**src/rtl/cpu_pkg.sv**
```systemverilog
// Shared constants and the write-back FIFO entry type for the register datapath.
//   DATA_W   : register width
//   NREG     : number of architectural registers
//   AW       : register address width
//   WB_DEPTH : default depth of the memory write-back FIFO
package cpu_pkg;

  localparam int unsigned DATA_W   = 16;
  localparam int unsigned NREG     = 8;
  localparam int unsigned AW       = $clog2(NREG);
  localparam int unsigned WB_DEPTH = 4;

  // One queued memory write; live=0 marks an entry overtaken by a newer ALU write.
  typedef struct packed {
    logic              live;
    logic [AW-1:0]     addr;
    logic [DATA_W-1:0] data;
  } wb_entry_t;

endpackage

```
**src/rtl/wb_fifo.sv**
```systemverilog
// In-order buffer for memory load write-backs with squash-by-address.
// Ports:
//   clk, rst              : clock, async active-high reset
//   push, push_addr/data  : enqueue a live entry (caller guarantees ready)
//   pop                   : dequeue the head (caller guarantees !empty)
//   squash, squash_addr   : clear live bit of every held entry with that address
//   ready, empty          : occupancy flags from registered count
//   head                  : entry at the read pointer
//   pend_mask             : registers targeted by live held entries
//   pend_count            : occupied entries, live or squashed
module wb_fifo
  import cpu_pkg::*;
#(
  parameter int unsigned DEPTH = WB_DEPTH,
  parameter int unsigned CW    = $clog2(DEPTH + 1)
) (
  input  logic              clk,
  input  logic              rst,
  input  logic              push,
  input  logic [AW-1:0]     push_addr,
  input  logic [DATA_W-1:0] push_data,
  input  logic              pop,
  input  logic              squash,
  input  logic [AW-1:0]     squash_addr,
  output logic              ready,
  output logic              empty,
  output wb_entry_t         head,
  output logic [NREG-1:0]   pend_mask,
  output logic [CW-1:0]     pend_count
);

  localparam int unsigned PW = $clog2(DEPTH);

  wb_entry_t       entries [DEPTH];
  logic [PW-1:0]   wr_ptr;
  logic [PW-1:0]   rd_ptr;
  logic [CW-1:0]   count;

  // Storage, pointers and count. Squash is applied before the push so an
  // entry written on the same edge as a matching ALU write stays live.
  always_ff @(posedge clk or posedge rst) begin
    if (rst) begin
      wr_ptr <= '0;
      rd_ptr <= '0;
      count  <= '0;
      for (int d = 0; d < int'(DEPTH); d++) begin
        entries[d] <= '0;
      end
    end else begin
      if (squash) begin
        for (int d = 0; d < int'(DEPTH); d++) begin
          if (entries[d].addr == squash_addr) begin
            entries[d].live <= 1'b0;
          end
        end
      end
      // Freed slots drop their live bit so pend_mask only sees occupied entries.
      if (pop) begin
        entries[rd_ptr].live <= 1'b0;
        rd_ptr               <= rd_ptr + PW'(1);
      end
      if (push) begin
        entries[wr_ptr] <= '{live: 1'b1, addr: push_addr, data: push_data};
        wr_ptr          <= wr_ptr + PW'(1);
      end
      count <= count + CW'(push) - CW'(pop);
    end
  end

  // Status derived from registered state only.
  always_comb begin
    ready      = (count < CW'(DEPTH));
    empty      = (count == '0);
    head       = entries[rd_ptr];
    pend_count = count;
    pend_mask  = '0;
    for (int d = 0; d < int'(DEPTH); d++) begin
      if (entries[d].live) begin
        pend_mask[entries[d].addr] = 1'b1;
      end
    end
  end

endmodule

```
**src/rtl/reg_writeback_ctrl.sv**
```systemverilog
// Write-back stage feeding the register block: picks at most one write per
// cycle (ALU first, then FIFO head) and builds next-state D for every register.
// Ports:
//   clk, rst                     : clock, async active-high reset
//   alu_wr_valid/addr/data       : fixed-timing ALU write
//   mem_wr_valid/ready/addr/data : load return handshake into the FIFO
//   regs_cur                     : current register Q values, r1 in [15:0]
//   regs_next                    : D values, same packing (combinational)
//   pend_mask, pend_count        : pending-write scoreboard for hazard logic
//   wb_idle                      : FIFO empty and no ALU write this cycle
module reg_writeback_ctrl
  import cpu_pkg::*;
#(
  parameter int unsigned DEPTH = WB_DEPTH,
  parameter int unsigned CW    = $clog2(DEPTH + 1)
) (
  input  logic                   clk,
  input  logic                   rst,
  input  logic                   alu_wr_valid,
  input  logic [AW-1:0]          alu_wr_addr,
  input  logic [DATA_W-1:0]      alu_wr_data,
  input  logic                   mem_wr_valid,
  output logic                   mem_wr_ready,
  input  logic [AW-1:0]          mem_wr_addr,
  input  logic [DATA_W-1:0]      mem_wr_data,
  input  logic [NREG*DATA_W-1:0] regs_cur,
  output logic [NREG*DATA_W-1:0] regs_next,
  output logic [NREG-1:0]        pend_mask,
  output logic [CW-1:0]          pend_count,
  output logic                   wb_idle
);

  logic              push;
  logic              pop;
  logic              empty;
  wb_entry_t         head;
  logic              wr_en;
  logic [AW-1:0]     wr_addr;
  logic [DATA_W-1:0] wr_data;

  assign push = mem_wr_valid && mem_wr_ready;
  // A squashed head is still popped; it just produces no write.
  assign pop  = !alu_wr_valid && !empty;

  wb_fifo #(
    .DEPTH (DEPTH),
    .CW    (CW)
  ) u_fifo (
    .clk         (clk),
    .rst         (rst),
    .push        (push),
    .push_addr   (mem_wr_addr),
    .push_data   (mem_wr_data),
    .pop         (pop),
    .squash      (alu_wr_valid),
    .squash_addr (alu_wr_addr),
    .ready       (mem_wr_ready),
    .empty       (empty),
    .head        (head),
    .pend_mask   (pend_mask),
    .pend_count  (pend_count)
  );

  // Single write-port arbitration.
  always_comb begin
    wr_en   = 1'b0;
    wr_addr = '0;
    wr_data = '0;
    if (alu_wr_valid) begin
      wr_en   = 1'b1;
      wr_addr = alu_wr_addr;
      wr_data = alu_wr_data;
    end else if (!empty && head.live) begin
      wr_en   = 1'b1;
      wr_addr = head.addr;
      wr_data = head.data;
    end
  end

  // Selected register takes the write; all others recirculate their Q.
  always_comb begin
    regs_next = regs_cur;
    for (int i = 0; i < int'(NREG); i++) begin
      if (wr_en && (wr_addr == AW'(i))) begin
        regs_next[i*int'(DATA_W) +: int'(DATA_W)] = wr_data;
      end
    end
  end

  assign wb_idle = empty && !alu_wr_valid;

endmodule

```
**config.mk**
```make
export PLATFORM = sky130hd
export DESIGN_NAME = reg_writeback_ctrl
export DESIGN_NICKNAME = d
export VERILOG_FILES = /design/src/rtl/cpu_pkg.sv /design/src/rtl/wb_fifo.sv /design/src/rtl/reg_writeback_ctrl.sv
export SDC_FILE = /design/constraint.sdc
export NUM_CORES = 1
export LEC_CHECK = 0
export ABC_AREA = 1
export CAP_MARGIN = 20
export CORE_MARGIN = 5
export CORE_UTILIZATION = 45
export DETAILED_ROUTE_END_ITERATION = 8
export DONT_BUFFER_PORTS = 1
export SLEW_MARGIN = 40
export SYNTH_ARGS = -nofsm -noshare
export SYNTH_HDL_FRONTEND = slang
export SYNTH_HIERARCHICAL = 1
export SYNTH_SLANG_ARGS = --single-unit
export TNS_END_PERCENT = 1
```
**constraint.sdc**
```tcl
create_clock -name clk -period 2.9 [get_ports clk]
set_input_delay 0.29 -clock clk [delete_from_list [all_inputs] [get_ports clk]]
set_output_delay 0.29 -clock clk [all_outputs]
set_load 0.005 [all_outputs]
```
==> key figures, run 1 <==
Outcome
  • Status: finished with violations
  • Violated checks: negative setup slack

Finish
  • Area Overhead vs Synth: 5.723%
  • Total Nets Final: 1218
  • Layout Cells excl Fill: 1235
  • Share of post-route cells with drive strength above 1: 7.678%
  • Design Area, Final: 7234 um^2
  • Final Util: between 40% and 50%

Synth
  • Syn_area_per_cell: 6.371 um^2
  • Register bit total from synthesis: 87
  • Synth top area share: 31.82%
  • Warnings from Yosys: 6
  • Top-count cell post-synth: nand2_1
  • Mapped cell area: 6843 um^2
  • Synth area leaders: dfrtp_1, nand2_1, o21ai_0
  • Number of enable flip-flop cells after synthesis: 0
  • Most frequent cells after synthesis: nand2_1, o21ai_0, nand3_1, dfrtp_1, nor2_1
  • Syn Inst Count: 1074
  • Syn_nets: 1255
  • Area leader, netlist: dfrtp_1
  • Sequential element share of the synthesized area: 31.82%
  • Ys flop type: dfrtp_1
  • Async SR Flop Fraction: 100.0%
  • Netlist cell types: 29

Floorplanning
  • Core area: 15030 um^2
  • Starting Density: between 40% and 50%
  • Die area: roughly 18000 um^2
  • Rows: 45
  • Die Wd: about 130 um
  • I/O Pins: 311
  • Die Height: 133.3 um

Clock network
  • Reg clk slew, reported paths: 0.06 ns
  • CTS tree: built
  • CTS root buf: clkbuf_16
  • Clock sink count: a little under 90
  • Worst-Skew Late Latency: 0.34 ns
  • Cts bufs inserted: 9
  • Clock buffer depth: 2
  • H-tree Lvls: 3

Global route
  • First-pass GRT wire length: about 44000 um
  • GRT Resource Usage Total: 32.41%
  • Vias in the first global route: 6749
  • Gr ovfl total: 0
  • Initial antenna violation count: 8
  • Largest net degree at the start of global routing: 45

STA
  • Fin crit share: 100.4%
  • F_max: 343.5 MHz
  • Pins Over Slew Limit: 0
  • Rel. slew slack: 60.16%
  • Setup TNS: -0.01102 ns
  • Worst Skew: 0.004546 ns
  • Setup violations, final: 1
  • RSZ-0062 raised after global routing: yes
  • Final worst setup slack: -0.01102 ns
  • Final min period: 2.911 ns
  • Worst-Margin Slew: 0.5976 ns
  • Hold Fails Final Rpt: 0
  • WHS: 0.1429 ns

Placement
  • Post-detail-place hpwl: 23200 um
  • Placed insts: approximately 1.2k
  • Worst slack, placed: 0.3144 ns
  • RD Place Congestion: 0.9412
  • Port bufs: 0
  • Placed Area: 6854 um^2

Power and ir drop
  • Leakage: ~3.8 nW
  • Peak supply drop: 0.5832 mV
  • Total power: approximately 7.5 mW
  • Power Dens Cells: 1034 nW/um^2

Worst setup path
  • Critical Path AT: 2.62 ns
  • Worst path required time: 2.61 ns
  • CP Launch Type: flop
  • CP Class: flop to primary output
  • Crit end category: primary output
  • Worst-path fanout max: 33
  • FF-to-FF path depth: 9

Detailed routing
  • Detailed Routing Iterations Pass 1: 6
  • Detailed Route Iter0 Violations: roughly 770
  • DR vias/cell: between 5 and 6
  • Antenna-violating nets left: 0
  • Via Count: approximately 7.3k
  • Wire length per cell: 24.53 um
  • Drt drc: 0
  • Drt total wl: 30300 um

Worst hold path
  • Worst hold stages: 2
  • Worst min path class: input pin to flop

Flow run
  • Max-Cap Viols: 0
[worst paths after layout]
path	to	slack [ns]	from
setup reg to reg	u_fifo/pend_count[2]	0.62	u_fifo/pend_count[2]
hold reg to reg	u_fifo/entries[54]	0.48	u_fifo/entries[54]
max in group asynchronous	u_fifo/entries[57]	1.74	rst
hold / removal	u_fifo/entries[67]	0.14	mem_wr_data[7]
min in group asynchronous	u_fifo/entries[6]	0.51	rst
setup / recovery	regs_next[91]	-0.01	u_fifo/rd_ptr[1]
[state kept, by name, summed over array words and instances (netlist names)]
name and flops:
u_fifo/entries 80, u_fifo/pend_count 3, u_fifo/rd_ptr 2, u_fifo/wr_ptr 2
[repair_timing]
item / CTS / global route
pin swaps: 0 / 1
hold endpoints to repair: 27 / 0
cloned: 0 / 1
resized for setup: 4 / 7
setup endpoints to repair: 26 / 91
hold buffers: 1 / 0
buffers inserted: 0 / 0
[logic make-up (layout without fill, tap and decap cells)]
group,after synthesis,in the layout,share of synthesized area (%)
AND/OR/NAND/NOR,697,698,44.83
AO/OA/AOI/OAI,142,142,10.86
buffers and inverters,133,100,9.856
flip-flops,87,87,31.82
adder cells (fa/ha/maj),11,11,2.121
XOR/XNOR,4,4,0.5121
other,0,5,0
[report_power, final]
group,switching [mW],total [mW],internal (mW)
registers,0.488,2.25,1.76
logic,2.85,4.07,1.21
clock network,0.472,1.16,0.691
[cell usage in the layout (no fill, tap or decap)]
cell           count
xor2_1             3
nand3_1           87
nand2_4            8
bufinv_16          1
nor2_1            63
dfrtp_1           87
xnor2_1            1
clkbuf_8           1
clkinv_2           1
ha_1              10
nand3_4            6
o22ai_1           19
nand2_1          455
inv_2              4
clkinvlp_4         1
nand2_2            6
buf_4             28
fa_1               1
o22ai_2            1
nand4_1           60
nor2_4             8
clkbuf_16          9
nand2_8            1
a21boi_0           3
nor3_1             1
or2_1              1
o21ai_1            8
or2_2              1
diode_2            5
inv_4              1
o21ai_0          110
clkbuf_1           3
buf_12             2
nand3_2            1
a21oi_1            1
inv_1             48
dlygate4sd3_1      1
[worst max-delay path, cell delays in order, from the launching register on]
cell and delay [ns]:
dfrtp_1 0.34, buf_4 0.26, o21ai_0 0.18, o22ai_2 0.26
inv_2 0.07, nor2_4 0.11, nand2_1 0.11, nand2_4 0.19
buf_12 0.23, nand3_4 0.22, nand2_1 0.16, nand2_1 0.15
[layer usage]
metal	track usage, %	share of wire (%)
met5	0	0.14
met4	14.00	4.0
met3	13.33	12
met2	51.04	46
met1	39.14	38
[final cells by class]
cell class / count / area [um^2]
Antenna cell: 5 / 12.51
Clock buffer: 13 / 250.2
Clock inverter: 3 / 42.54
Fill cell: 1608 / 7799
Inverter: 53 / 201.4
Multi-Input combinational cell: 855 / 4055
Sequential cell: 87 / 2177
Tap cell: 188 / 235.2
Timing Repair Buffer: 31 / 260.3
No activity file was read; power rests on OpenSTA's default activity.
==> inputs of run 2 (changes only) <==
CORE_ASPECT_RATIO = 1.4   (was default)
==> run 2 against run 1 <==
The flow now finishes without violations. Sequential power fell by 2%. Critical endpoint unchanged. Worst setup slack better by 0.17 ns. Cell area rose by 0.29%. Sequential cell count did not move. Hold slack gained 0.0062 ns. Via count down 1.2%. Critical path depth is the same. Count of clock-buffer cells in the layout shrank 2.
==> key figures, run 2 (same netlist as run 1, synthesis figures left out) <==
Global route
  • Largest net degree at the start of global routing: 52 (+16%)
  • First-pass GRT wire length: 40320 um (-7.6%)
  • Initial antenna violation count: 2 (-6)
  • Vias in the first global route: 6549 (-3.0%)
  • Gr ovfl total: 0 (unchanged)
  • GRT Resource Usage Total: 29.35% (-3.1 points)

Floorplanning
  • Rows: 53 (+18%)
  • Die area: 17810 um^2 (+0.19%)
  • Die Wd: 114.2 um (-14%)
  • I/O Pins: 311 (unchanged)
  • Core area: 14990 um^2 (-0.31%)
  • Starting Density: 45.66% (+0.14 points)
  • Die Height: 155.9 um (+17%)

Clock network
  • Reg clk slew, reported paths: 0.06 ns (about the same)
  • CTS tree: built
  • Clock sink count: 87 (unchanged)
  • Worst-Skew Late Latency: 0.33 ns (about the same)
  • CTS root buf: clkbuf_16
  • H-tree Lvls: 3 (unchanged)
  • Cts bufs inserted: 9 (unchanged)
  • Clock buffer depth: 2 (unchanged)

Worst setup path
  • Crit end category: primary output
  • CP Launch Type: flop
  • Setup slack, reg-to-reg: 0.68 ns (+0.06 ns)
  • Critical Path AT: 2.45 ns (-0.17 ns)
  • Worst path required time: 2.61 ns (about the same)
  • Worst-path fanout max: 26 (-21%)
  • CP Class: flop to primary output

STA
  • Hold Fails Final Rpt: 0 (unchanged)
  • Worst Skew: 0.006343 ns (+0.001797 ns)
  • Rel. slew slack: 63.05% (+2.9 points)
  • F_max: 365.0 MHz (+6.2%)
  • Worst-Margin Slew: 0.5529 ns (-0.04467 ns)
  • RSZ-0062 raised after global routing: yes
  • Pins Over Slew Limit: 0 (unchanged)
  • Final min period: 2.740 ns (-0.1709 ns)
  • Setup TNS: 0 ns (+0.01102 ns)
  • Final worst setup slack: 0.1599 ns (+0.1709 ns)
  • WHS: 0.1491 ns (+0.006230 ns)
  • Fin crit share: 94.49% (-5.9 points)
  • Setup violations, final: 0 (-1)

Worst hold path
  • Worst min path class: input pin to flop

Placement
  • Worst slack, placed: 0.2539 ns (-0.06049 ns)
  • Port bufs: 0 (unchanged)
  • Placed insts: 1211 (-0.083%)
  • Placed Area: 6838 um^2 (-0.24%)
  • RD Place Congestion: 0.9444 (+0.34%)
  • Post-detail-place hpwl: 21310 um (-8.1%)

Detailed routing
  • Drt total wl: 27590 um (-8.9%)
  • Drt drc: 0 (unchanged)
  • Antenna-violating nets left: 0 (unchanged)
  • Wire length per cell: 22.32 um (-9.0%)
  • DR vias/cell: 5.830 (-1.3%)
  • Via Count: 7206 (-1.2%)
  • Detailed Routing Iterations Pass 1: 5 (-1)
  • Detailed Route Iter0 Violations: 611 (-21%)

Finish
  • Max reg flops: 80 (unchanged)
  • Share of post-route cells with drive strength above 1: 7.678% (unchanged)
  • Final Util: 48.41% (+0.29 points)
  • Commonest non-fill, non-tap cell in the layout: nand2_1
  • Area Overhead vs Synth: 6.034%
  • Layout Cells excl Fill: 1236 (+0.081%)
  • Total Nets Final: 1218 (unchanged)
  • Commonest cells after routing, fill and taps aside: nand2_1, o21ai_0, nand3_1
  • Most flops, register: u_fifo/entries
  • Design Area, Final: 7256 um^2 (+0.29%)

Power and ir drop
  • Cell-internal power: 3.685 mW (+0.43%)
  • Leakage: 3.788 nW (+0.31%)
  • Switching power: 3.716 mW (-2.5%)
  • Combinational share of power: 54.7% (+0.4 points)
  • Sw Share: 50.21% (-0.74 points)
  • Total power: 7.401 mW (-1.1%)
  • Power Dens Cells: 1020 nW/um^2 (-1.4%)
  • Seq pwr share: 29.8% (-0.3 points)
  • Peak supply drop: 0.6220 mV (+6.7%)
  • Clock network fraction of total power: 15.5% (about the same)

Outcome
  • Status: complete, no violations

Flow run
  • Max-Cap Viols: 0 (unchanged)
-- run 2: changes by cell type in the layout (fill, tap and decap cells not counted), sizes merged --
cell,change
clkinv,+2
clkbuf,-2
nor2,-1
buf,+1
diode,-3
-- run 2: metal layers --
layer / vias up / share of wire, % / GRT usage [%]
met4: 0 / 2.3 / 8.772
li1: 3422 / - / -
met3: 49 / 8.9 / 8.421
met2: 330 / 50 / 49.27
met1: 3405 / 39 / 36.54
met5: - / 0 / 0
-- run 2: path summary, 6_finish.rpt --
kind	from	to	cells past startpoint
worst max-delay path	u_fifo/rd_ptr[0]	regs_next[91]	11
worst min-delay path	mem_wr_data[8]	u_fifo/entries[28]	2
worst max register to register	u_fifo/pend_count[2]	u_fifo/pend_count[2]	8
worst min register to register	u_fifo/entries[31]	u_fifo/entries[31]	2
max in group asynchronous	rst	u_fifo/entries[57]	3
min in group asynchronous	rst	u_fifo/entries[48]	2
-- run 2: area by class of cell --
| class | instances | area (um^2) |
|---|---|---|
| multi-input cells | 854 | 4020 |
| repair buffers | 32 | 309.0 |
| inverters | 53 | 203.9 |
| clock inverters | 5 | 56.30 |
| diodes | 2 | 5.005 |
| fillers | 1622 | 7731 |
| well taps | 192 | 240.2 |
| flip-flops and latches | 87 | 2178 |
| clock buffers | 11 | 242.7 |
-- run 2: worst max-delay path, stage by stage, from the launching register on --
cell and delay [ns]:
dfrtp_2 0.46, inv_2 0.15, nor2_1 0.07, o22ai_2 0.25, inv_2 0.07, nor2_4 0.11
nand2_1 0.10, nand2_4 0.18, buf_12 0.21, nand3_4 0.21, nand2_1 0.14, nand2_1 0.16
-- run 2: power groups by stage --
stage	Clock, mW	Sequential (mW)	Combinational, mW
after global placement	0	2.20	3.90
after floorplan	0	2.01	3.10
after detailed placement	0	2.20	3.93
after CTS	1.18	2.19	3.97
after global routing	1.24	2.27	4.50
final	1.15	2.20	4.05
-- run 2: repair_timing --
| action | 4_1_cts | 5_1_grt |
|---|---|---|
| hold buffers | 1 | 0 |
| endpoints found under the setup margin | 71 | 128 |
| gates resized for setup | 0 | 7 |
| pin swaps | 2 | 2 |
| setup buffers | 3 | 3 |
| hold endpoints to repair | 50 | 0 |
==> inputs of run 3 (changes only) <==
ABC_AREA = default   (was 1)
==> run 3 against run 2 <==
The flow now finishes with violations (negative setup slack). Count of clock-buffer cells in the layout is the same. Area after synthesis shrank 6.4%. Utilization grew 4.0 points. Critical path depth shrank 4. Clock skew shrank 0.0018 ns. Via count shrank 34%. Critical path type unchanged. Critical endpoint is now regs_next[14]. Largest cell class unchanged. Highest routed layer is now met5.
==> key figures, run 3 <==
Worst setup path
  • Worst-path fanout max: 7 (-73%)
  • Critical Path AT: 2.67 ns (+0.22 ns)
  • Worst Path Buf+Inv: 2 (-1)
  • CP Class: flop to primary output
  • R2r startpoint: u_fifo/pend_count[2]
  • CP Launch Type: flop
  • Critical path's largest stage delay: 0.51 ns (+0.05 ns)
  • CP Launch Point: u_fifo/rd_ptr[0]
  • Worst Setup EP: regs_next[14]
  • Worst path required time: 2.61 ns (about the same)
  • FF-to-FF path depth: 8 (unchanged)
  • Setup slack, reg-to-reg: 0.57 ns (-0.11 ns)
  • Crit end category: primary output
  • Crit-path cells: buf_12 > mux4_2 > nor2b_4 > a22oi_4 > nor3b_4 > buf_6 > mux2_4
  • R2R Path End: u_fifo/pend_count[2]
  • CP delay by family, top: multiplexers
  • CP max-delay cell: mux4_2
  • Stages on the worst setup path: 7 (-4)

Synth
  • Syn Inst Count: 519 (-52%)
  • Top-count cell post-synth: mux2_2
  • Syn_area_per_cell: 12.34 um^2 (+94%)
  • Number of enable flip-flop cells after synthesis: 0 (unchanged)
  • Warnings from Yosys: 6 (unchanged)
  • Syn_nets: 700 (-44%)
  • Synth area leaders: dfrtp_1, mux2_2, mux2_4
  • Area leader, netlist: dfrtp_1
  • Async SR Flop Fraction: 100.0% (unchanged)
  • Ys flop type: dfrtp_1
  • Most frequent cells after synthesis: mux2_2, dfrtp_1, nand2_1, mux2_4, mux4_2
  • Sequential element share of the synthesized area: 34.00% (+2.2 points)
  • Mapped cell area: 6404 um^2 (-6.4%)
  • Netlist cell types: 50 (+72%)
  • Synth top area share: 34.00% (+2.2 points)
  • Register bit total from synthesis: 87 (unchanged)

Placement
  • Port bufs: 0 (unchanged)
  • Placed insts: 699 (-42%)
  • RD Place Congestion: 0.9700 (+2.7%)
  • Post-detail-place hpwl: 20260 um (-5.0%)

Detailed routing
  • Wire length per cell: 34.63 um (+55%)
  • Antenna-violating nets left: 0 (unchanged)
  • Via Count: 4787 (-34%)
  • Drt total wl: 25310 um (-8.3%)
  • Met3 wire length: 3229 um (+31%)
  • Wire length on met1: 9874 um (-7.4%)
  • DR vias/cell: 6.549 (+12%)
  • Top routing layer in use: met5
  • Drt drc: 0 (unchanged)
  • Detailed Route Iter0 Violations: 441 (-28%)
  • Detailed Routing Iterations Pass 1: 4 (-1)
  • Met2 WL: 11650 um (-16%)

Global route
  • First-pass GRT wire length: 34930 um (-13%)
  • Largest net degree at the start of global routing: 57 (+9.6%)
  • Vias in the first global route: 4807 (-27%)
  • Gr ovfl total: 0 (unchanged)
  • Initial antenna violation count: 20 (+18)
  • GRT Resource Usage Total: 28.66% (-0.68 points)

STA
  • Worst Skew: 0.004573 ns (-0.001770 ns)
  • Pins Over Slew Limit: 0 (unchanged)
  • Fin crit share: 101.9% (+7.4 points)
  • Rel. slew slack: 51.25% (-12 points)
  • Hold Fails Final Rpt: 0 (unchanged)
  • Setup TNS: -0.4619 ns (-0.4619 ns)
  • Worst-Margin Slew: 0.7221 ns (+0.1692 ns)
  • WHS: 0.09773 ns (-0.05135 ns)
  • Final worst setup slack: -0.05563 ns (-0.2155 ns)
  • F_max: 338.3 MHz (-7.3%)
  • RSZ-0062 raised after global routing: yes
  • Final min period: 2.956 ns (+0.2155 ns)
  • Setup violations, final: 13 (+13)

Finish
  • Layout Cells excl Fill: 731 (-41%)
  • Most flops, register: u_fifo/entries
  • Share of post-route cells with drive strength above 1: 56.77% (+49 points)
  • FILL cells: 1216 (-25%)
  • Final Util: 52.41% (+4.0 points)
  • Max reg flops: 80 (unchanged)
  • Commonest non-fill, non-tap cell in the layout: mux2_2
  • Commonest cells after routing, fill and taps aside: mux2_2, dfrtp_1, nand2_1, mux2_4, buf_4
  • Total Nets Final: 716 (-41%)
  • Area Overhead vs Synth: 14.38%

Power and ir drop
  • Leakage: 3.096 nW (-18%)
  • Peak supply drop: 0.5050 mV (-19%)
  • Total power: 7.542 mW (+1.9%)
  • Power Dens Cells: 1030 nW/um^2 (+0.94%)

Clock network
  • Cts bufs inserted: 9 (unchanged)
  • CTS tree: built
  • Reg clk slew, reported paths: 0.06 ns (about the same)
  • Clock sink count: 87 (unchanged)
  • Clock buffer depth: 2 (unchanged)
  • Worst-Skew Late Latency: 0.34 ns (about the same)
  • CTS root buf: clkbuf_16
  • H-tree Lvls: 3 (unchanged)

Floorplanning
  • Die Wd: 110.8 um (-3.0%)
  • Die area: 16750 um^2 (-5.9%)
  • I/O Pins: 311 (unchanged)
  • Starting Density: 45.82% (+0.16 points)
  • Rows: 51 (-3.8%)
  • Die Height: 151.1 um (-3.1%)
  • Core area: 13970 um^2 (-6.8%)

Outcome
  • Status: finished with violations
  • Violated checks: negative setup slack

Worst hold path
  • Hold Path Origin: mem_wr_data[8]
  • Worst min path class: input pin to flop

Flow run
  • Max-Cap Viols: 0 (unchanged)
-- run 3: cell count changes in the layout (fill, tap and decap cells not counted), sizes merged, moves of 20 or more --
cell,previous run,this run
nand3,94,1
inv,53,10
nand2,470,52
nand4,60,5
nor2,70,6
mux2,0,204
o21ai,118,18
mux4,0,20
-- run 3: through the flow --
stage | setup WS (ns) | cell area [um^2]
floorplan | 0.05718 | 6404
detailed placement | -0.005538 | 6700
global route | -0.1300 | 7310
global placement | 0.03085 | 6696
CTS | -0.2015 | 7113
finish | -0.05563 | 7325
-- run 3: how the worst min path moves through the flow --
stage	to	cells after the start
global route	u_fifo/entries[27]	1
detailed placement	u_fifo/entries[20]	1
global placement	u_fifo/entries[6]	1
finish	u_fifo/entries[28]	1
CTS	u_fifo/entries[27]	1
floorplan	u_fifo/entries[0]	1
-- run 3: logic make-up after synthesis --
kind of cell               share of synthesized area, %
DFF                                               34.00
buffers and inverters                             4.123
adders and majority gates                         2.267
AOI/OAI and AO/OA                                 4.670
and+or+nand+nor                                   8.089
xor gates and xnor gates                          2.188
muxes                                             44.67
-- run 3: area by class of cell --
class,instances,area (um^2),share of cell area [%]
Clock inverter,4,95.09,1.298
Clock buffer,11,232.7,3.177
Inverter,11,46.29,0.6320
Multi-Input combinational cell,385,4120,56.25
Tap cell,185,231.5,3.160
Sequential cell,87,2177,29.72
Timing Repair Buffer,41,404.1,5.518
Antenna cell,7,17.52,0.2392
-- run 3: power by group --
group / internal, mW / leakage (nW) / switching, mW
combinational: 2.08 / 1.89 / 1.93
sequential: 1.83 / 1.05 / 0.403
clock: 0.836 / 0.160 / 0.456
total: 4.75 / 3.10 / 2.79
-- run 3: per-layer routing --
metal,vias up,GRT usage [%]
met2,319,43.53
met3,51,13.83
met5,-,0
met4,10,6.223
met1,2451,37.36
li1,1956,-
-- run 3: what timing repair did --
action / 4_1_cts / 5_1_grt
hold buffers: 1 / 0
gates resized for setup: 19 / 29
buffers inserted: 0 / 9
pin swaps: 1 / 2
cloned: 0 / 0
endpoints found under the hold margin: 54 / 0
endpoints found under the setup margin: 123 / 125
